[src/rtl/mips_alu_pkg.sv]
// mips_alu_pkg: shared ALU control codes and multiply-sequencer state encoding
package mips_alu_pkg;
  typedef enum logic [3:0] {
    ALU_AND = 4'd0,
    ALU_OR  = 4'd1,
    ALU_ADD = 4'd2,
    ALU_SUB = 4'd6,
    ALU_SLT = 4'd7,
    ALU_NOR = 4'd12,
    ALU_NOP = 4'd15
  } alu_op_t;
  typedef enum logic [1:0] {IDLE, RUN, DONE} state_t;
endpackage

[src/rtl/alu_mul_sequencer_if.sv]
// alu_mul_sequencer_if: execute-stage handshake (start/op_a/op_b -> busy/done/result/result_zero)
// plus the shared combinational ALU bus (alu_ctrl/alu_a/alu_b -> alu_result/alu_zero).
// master = execute stage + ALU side, slave = the sequencer.
interface alu_mul_sequencer_if;
  logic        start;
  logic [31:0] op_a;
  logic [31:0] op_b;
  logic        busy;
  logic        done;
  logic [31:0] result;
  logic        result_zero;
  logic [3:0]  alu_ctrl;
  logic [31:0] alu_a;
  logic [31:0] alu_b;
  logic [31:0] alu_result;
  logic        alu_zero;
  modport master (
    output start, op_a, op_b, alu_result, alu_zero,
    input  busy, done, result, result_zero, alu_ctrl, alu_a, alu_b
  );
  modport slave (
    input  start, op_a, op_b, alu_result, alu_zero,
    output busy, done, result, result_zero, alu_ctrl, alu_a, alu_b
  );
endinterface

[src/rtl/alu_mul_sequencer.sv]
// alu_mul_sequencer: low 32 bits of an unsigned 32x32 product by shift-and-add on the shared ALU.
// Ports: clk, rst_n (async active-low), bus (slave: start/op_a/op_b in, busy/done/result/result_zero
// out, alu_ctrl/alu_a/alu_b out to the parent's ALU, alu_result/alu_zero back from it).
module alu_mul_sequencer
  import mips_alu_pkg::*;
#(
  parameter int WIDTH      = 32,
  parameter bit EARLY_EXIT = 1'b1
) (
  input logic clk,
  input logic rst_n,
  alu_mul_sequencer_if.slave bus
);
  state_t state, state_nxt;
  logic [WIDTH-1:0] acc, mcand, mplier, result_q;
  logic [5:0] count;
  logic zero_q, last;
  // Early exit looks at the multiplier as it will be after this iteration's shift.
  assign last = count == 6'(WIDTH - 1) || (EARLY_EXIT && mplier[WIDTH-1:1] == '0);
  always_ff @(posedge clk or negedge rst_n)
    if (!rst_n) state <= IDLE;
    else state <= state_nxt;
  always_comb begin
    state_nxt = state == IDLE ? (bus.start ? RUN : IDLE) :
                state == RUN  ? (last ? DONE : RUN) : IDLE;
  end
  always_ff @(posedge clk or negedge rst_n)
    if (!rst_n) begin
      acc      <= '0;
      mcand    <= '0;
      mplier   <= '0;
      count    <= '0;
      result_q <= '0;
      zero_q   <= 1'b0;
    end else if (state == IDLE && bus.start) begin
      acc    <= '0;
      mcand  <= bus.op_a;
      mplier <= bus.op_b;
      count  <= '0;
    end else if (state == RUN) begin
      acc    <= bus.alu_result;
      mcand  <= mcand << 1;
      mplier <= mplier >> 1;
      count  <= count + 6'd1;
      if (last) begin
        result_q <= bus.alu_result;
        zero_q   <= bus.alu_zero;
      end
    end
  always_comb begin
    bus.busy        = state != IDLE;
    bus.done        = state == DONE;
    bus.alu_ctrl    = state == RUN ? ALU_ADD : ALU_NOP;
    bus.alu_a       = state == RUN ? acc : '0;
    bus.alu_b       = state == RUN && mplier[0] ? mcand : '0;
    bus.result      = result_q;
    bus.result_zero = zero_q;
  end
endmodule
[src/flat_wrapper.sv]
// flat-port wrapper written by rule: the top's interface ports become plain ports
module alu_mul_sequencer_flat import mips_alu_pkg::*;
#(
  parameter int WIDTH      = 32,
  parameter bit EARLY_EXIT = 1'b1
)
  (clk, rst_n, bus_start, bus_op_a, bus_op_b, bus_alu_result, bus_alu_zero, bus_busy, bus_done, bus_result, bus_result_zero, bus_alu_ctrl, bus_alu_a, bus_alu_b);
  alu_mul_sequencer_if bus_i ();
  input logic clk;
  input logic rst_n;
  input wire logic [$bits(bus_i.start)-1:0] bus_start;
  input wire logic [$bits(bus_i.op_a)-1:0] bus_op_a;
  input wire logic [$bits(bus_i.op_b)-1:0] bus_op_b;
  input wire logic [$bits(bus_i.alu_result)-1:0] bus_alu_result;
  input wire logic [$bits(bus_i.alu_zero)-1:0] bus_alu_zero;
  output wire logic [$bits(bus_i.busy)-1:0] bus_busy;
  output wire logic [$bits(bus_i.done)-1:0] bus_done;
  output wire logic [$bits(bus_i.result)-1:0] bus_result;
  output wire logic [$bits(bus_i.result_zero)-1:0] bus_result_zero;
  output wire logic [$bits(bus_i.alu_ctrl)-1:0] bus_alu_ctrl;
  output wire logic [$bits(bus_i.alu_a)-1:0] bus_alu_a;
  output wire logic [$bits(bus_i.alu_b)-1:0] bus_alu_b;
  assign bus_i.start = bus_start;
  assign bus_i.op_a = bus_op_a;
  assign bus_i.op_b = bus_op_b;
  assign bus_i.alu_result = bus_alu_result;
  assign bus_i.alu_zero = bus_alu_zero;
  assign bus_busy = bus_i.busy;
  assign bus_done = bus_i.done;
  assign bus_result = bus_i.result;
  assign bus_result_zero = bus_i.result_zero;
  assign bus_alu_ctrl = bus_i.alu_ctrl;
  assign bus_alu_a = bus_i.alu_a;
  assign bus_alu_b = bus_i.alu_b;
  alu_mul_sequencer #(.WIDTH(WIDTH), .EARLY_EXIT(EARLY_EXIT)) u_core (.clk(clk), .rst_n(rst_n), .bus(bus_i));
endmodule
[config.mk]
export PLATFORM = sky130hd
export DESIGN_NAME = alu_mul_sequencer_flat
export DESIGN_NICKNAME = d
export VERILOG_FILES = /design/src/rtl/mips_alu_pkg.sv /design/src/rtl/alu_mul_sequencer_if.sv /design/src/rtl/alu_mul_sequencer.sv /design/src/flat_wrapper.sv
export SDC_FILE = /design/constraint.sdc
export NUM_CORES = 1
export LEC_CHECK = 0
export BUFFER_PORTS_ARGS = -buffer_cell sky130_fd_sc_hd__buf_2
export CAP_MARGIN = 10
export CORE_ASPECT_RATIO = 0.9
export CORE_MARGIN = 1
export CORE_UTILIZATION = 45
export CTS_CLUSTER_SIZE = 16
export DETAILED_ROUTE_END_ITERATION = 10
export GPL_TIMING_DRIVEN = 0
export PLACE_DENSITY_LB_ADDON = 0.25
export SKIP_LAST_GASP = 1
export SLEW_MARGIN = 20
export SYNTH_ARGS = -nofsm -noshare
export SYNTH_HDL_FRONTEND = slang
export SYNTH_SLANG_ARGS = --single-unit
[constraint.sdc]
create_clock -name clk -period 1.9 [get_ports clk]
set_input_delay 0.095 -clock clk [delete_from_list [all_inputs] [get_ports clk]]
set_output_delay 0.095 -clock clk [all_outputs]
set_load 0.005 [all_outputs]
==> reports/results.ini <==
[yosys]
synth_adder_area_share_pct = 0.185
syn_inst = 709
synth_top_family_by_area = simple AND/OR/NAND/NOR gates
synth_cell_types = 35
syn_avg_cell_area_um2 = 9.55
synth_compound_area_share_pct = 19.5
muxShareOfSynthArea_pct = 0
syn-cell-area_um2 = 6770
synthSimpleGateAreaFrac_pct = 24.4
synthXorXnorAreaFrac_pct = 0.129
syn-num-nets = 810
ys_seq_area_share_pct = 50.6
yosys_warnings = 0
synth-seq-cells = 137

[sta]
worst_pin_slew_ps = 569
slew_headroom_pct = 62.1
fin_crit_sh_pct = 96.7
finalSetupTns_ps = 0
hold_viol = 0
period_minus_slack_ps = 1840
grt_setup_unrepaired = true
finalSetupViolCount = 0
drv_slew = 0
timing.fmax_mhz = 545
finClkSkew_ps = 7.03

[floorplanning]
die_h_um = 118
die_area_um2 = 15500
row_count = 42
fp.dieW_um = 131
core_um2 = 14700
ioPinCount = 203
start_util_pct = 46.0

[run_status]
status = completed

[detailed_routing]
vias = 6730
wl_um = 21000
postRouteAntennaNets = 0
firstDrtPassIters = 5
drc = 0
avgViaCountPerCell = 5.57
post_drt_wl_per_cell_um = 17.4
drt_iter0_markers = 530

[global_route]
grt_pass1_vias = 6645
grt_max_degree = 79
track_usage_pct = 27.8
antenna_found_initial = 0
gr-total-overflow = 0
grt_pass1_wl_um = 33900

[clocking]
cts.sinks = 137
cts_buffers = 17
cts_tree = done
clk_latency_ps = 420
clk_path_buf_depth = 2
root_buffer = clkbuf_16
cts.reportedPaths.clkPinSlew_ps = 60
htreeDepth = 4

[cells_and_area]
insertedDiodeCount = 0
final_nets = 1103
syn2layout_area_growth_pct = 38.4
drive_above_1_share_pct = 33.0
instances_no_fill = 1209

[setup_path]
worstSetupPathType = flop to primary output
worst_r2r_path_depth = 5
cp.buffers_inverters = 3
critPathMostFrequentCell = buf_2
crit_chain = nor2b_4, buf_6, buf_2, and3_1, buf_2
cp_top_family = buffers and inverters
critPathArrivalTime_ps = 1740
worst_path_largest_cell_delay_ps = 390
path_max_fanout = 10
slowest_stage = dfrtp_1
cp-end-kind = primary output
cp.required_ps = 1800
start_kind = flop
cp_num_cells = 5

[power_and_ir_drop]
p_total_mw = 12.6
p_per_area_nw_per_um2 = 1340
power_leakage_nw = 4.37
vdd_drop_max_v = 0.000842

[place]
dp_cells = 1109
post-dp-hpwl_um = 13800
io_buffers = 201
routabilityCongestion = 0.815

[hold_path]
min_delay_path_depth = 3
hold_path_class = primary input to flop

[run]
maxCapViolations = 0

## final cells by class
cell class / instances / area, um^2
Tap cell: 198 / 248
Sequential cell: 137 / 3430
Timing Repair Buffer: 275 / 1750
Fill cell: 1247 / 5340
Multi-Input combinational cell: 499 / 3040
Inverter: 2 / 7.51
Clock buffer: 23 / 468
Buffer: 70 / 405
Clock inverter: 5 / 25.0
## Yosys cell counts
library cell,n,area (um^2)
o41ai_1,1,8.76
nor3b_2,1,12.5
nor4_2,7,87.6
nand2_1,135,507
inv_2,1,3.75
buf_4,6,45.0
o211ai_1,33,248
nor3_1,1,5.00
o311ai_1,1,8.76
and2_1,65,407
and3_1,32,200
o21ai_0,8,40.0
a31o_2,32,280
nand4_1,2,12.5
dfrtp_1,137,3430
a31oi_1,1,6.26
or3_1,1,6.26
clkbuf_2,4,20.0
o21ai_1,3,15.0
and4_1,3,26.3
nor2b_1,2,12.5
conb_1,1,3.75
a22oi_1,94,706
nand4_2,1,12.5
nand2b_1,1,6.26
xor2_1,1,8.76
clkbuf_1,21,78.8
nor2_1,3,11.3
buf_1,2,7.51
a2bb2oi_1,1,8.76
nor2b_2,1,8.76
nand3_1,67,335
ha_1,1,12.5
inv_1,1,3.75
buf_2,38,190
## stage by stage
step	hold slack, ps	util, %	setup WS, ps	instance area (um^2)
detailed placement	57.3	54.8	21.4	8070
global placement	309	54.6	-1260	8030
floorplan	-201	-	327	6770
finish	37.9	63.7	63.6	9370
CTS	31.9	62.9	-12.0	9260
global route	23.9	63.7	-17.5	9370
## layout by cell type, fill, tap and decap left out, types with 2 or more instances in the layout
cell type      Yosys  final
o21ai_1            3      3
buf_8              0      2
clkbuf_2           4      6
nor4_4             0      3
buf_2             38    235
dlygate4sd3_1      0     65
clkbuf_1          21     17
nor2_1             3      3
and3_1            32     32
clkbuf_4           0      2
a22oi_1           94     94
nand3_1           67     67
o211ai_1          33     33
buf_6              0      4
clkbuf_16          0     17
and2_1            65     65
nor4_2             7      4
nand2_1          135    135
clkbuf_8           0      2
nor2b_1            2      2
buf_4              6     15
clkinv_2           0      5
a31o_2            32     32
dfrtp_1          137    136
and4_1             3      3
nand4_1            2      2
o21ai_0            8      8
## flip-flops by register name, summed over array words and instances (netlist names)
register / count
u_core.count: 6
u_core.state: 2
u_core.mcand: 32
u_core.acc: 32
u_core.mplier: 32
u_core.bus.result: 32
u_core.bus.result_zero: 1
## worst register-to-register path: stages (launching register included)
cell and delay [ps]:
dfrtp_1 410, nor4_2 420, nand4_4 270, buf_2 270
o211ai_1 220, nand3_1 90
## final timing paths
check / startpoint / endpoint / slack (ps)
min in group asynchronous: rst_n / u_core.bus.result[2]$_DFFE_PN0P_ / 200
worst min-delay path: bus_alu_result[16] / u_core.acc[16]$_DFFE_PN0P_ / 40
worst min register to register: u_core.mcand[31]$_DFFE_PN0P_ / u_core.mcand[31]$_DFFE_PN0P_ / 480
max in group asynchronous: rst_n / u_core.mcand[17]$_DFFE_PN0P_ / 970
worst max register to register: u_core.mplier[2]$_DFFE_PN0P_ / u_core.bus.result[29]$_DFFE_PN0P_ / 100
worst max-delay path: u_core.state[0]$_DFF_PN0_ / bus_alu_b[0] / 60
## metal layers
layer / routed length [um] / global-route usage [%]
met1: 9220 / 36.7
met2: 9870 / 43.8
met4: 438 / 9.88
met3: 1490 / 7.72
met5: 0 / 0
## what timing repair did
action                                  4_1_cts  5_1_grt
setup buffers                                 0        8
resized for setup                            19       20
pin swaps                                     0        2
hold buffers                                 65        0
hold endpoints to repair                    123        0
endpoints found under the setup margin       71      103
## kinds of logic after synthesis
group           count (synthesis)
xor+xnor                        1
fa+ha+maj                       1
simple gates                  322
flops                         137
compound gates                174
buf+inv                        73
other cells                     1
## where the power goes
group | internal, mW | switching [mW]
logic | 2.27 | 2.28
registers | 4.11 | 1.03
clock network | 1.69 | 1.18
total | 8.08 | 4.50
Note: power is estimated with default switching activity, not from simulation.
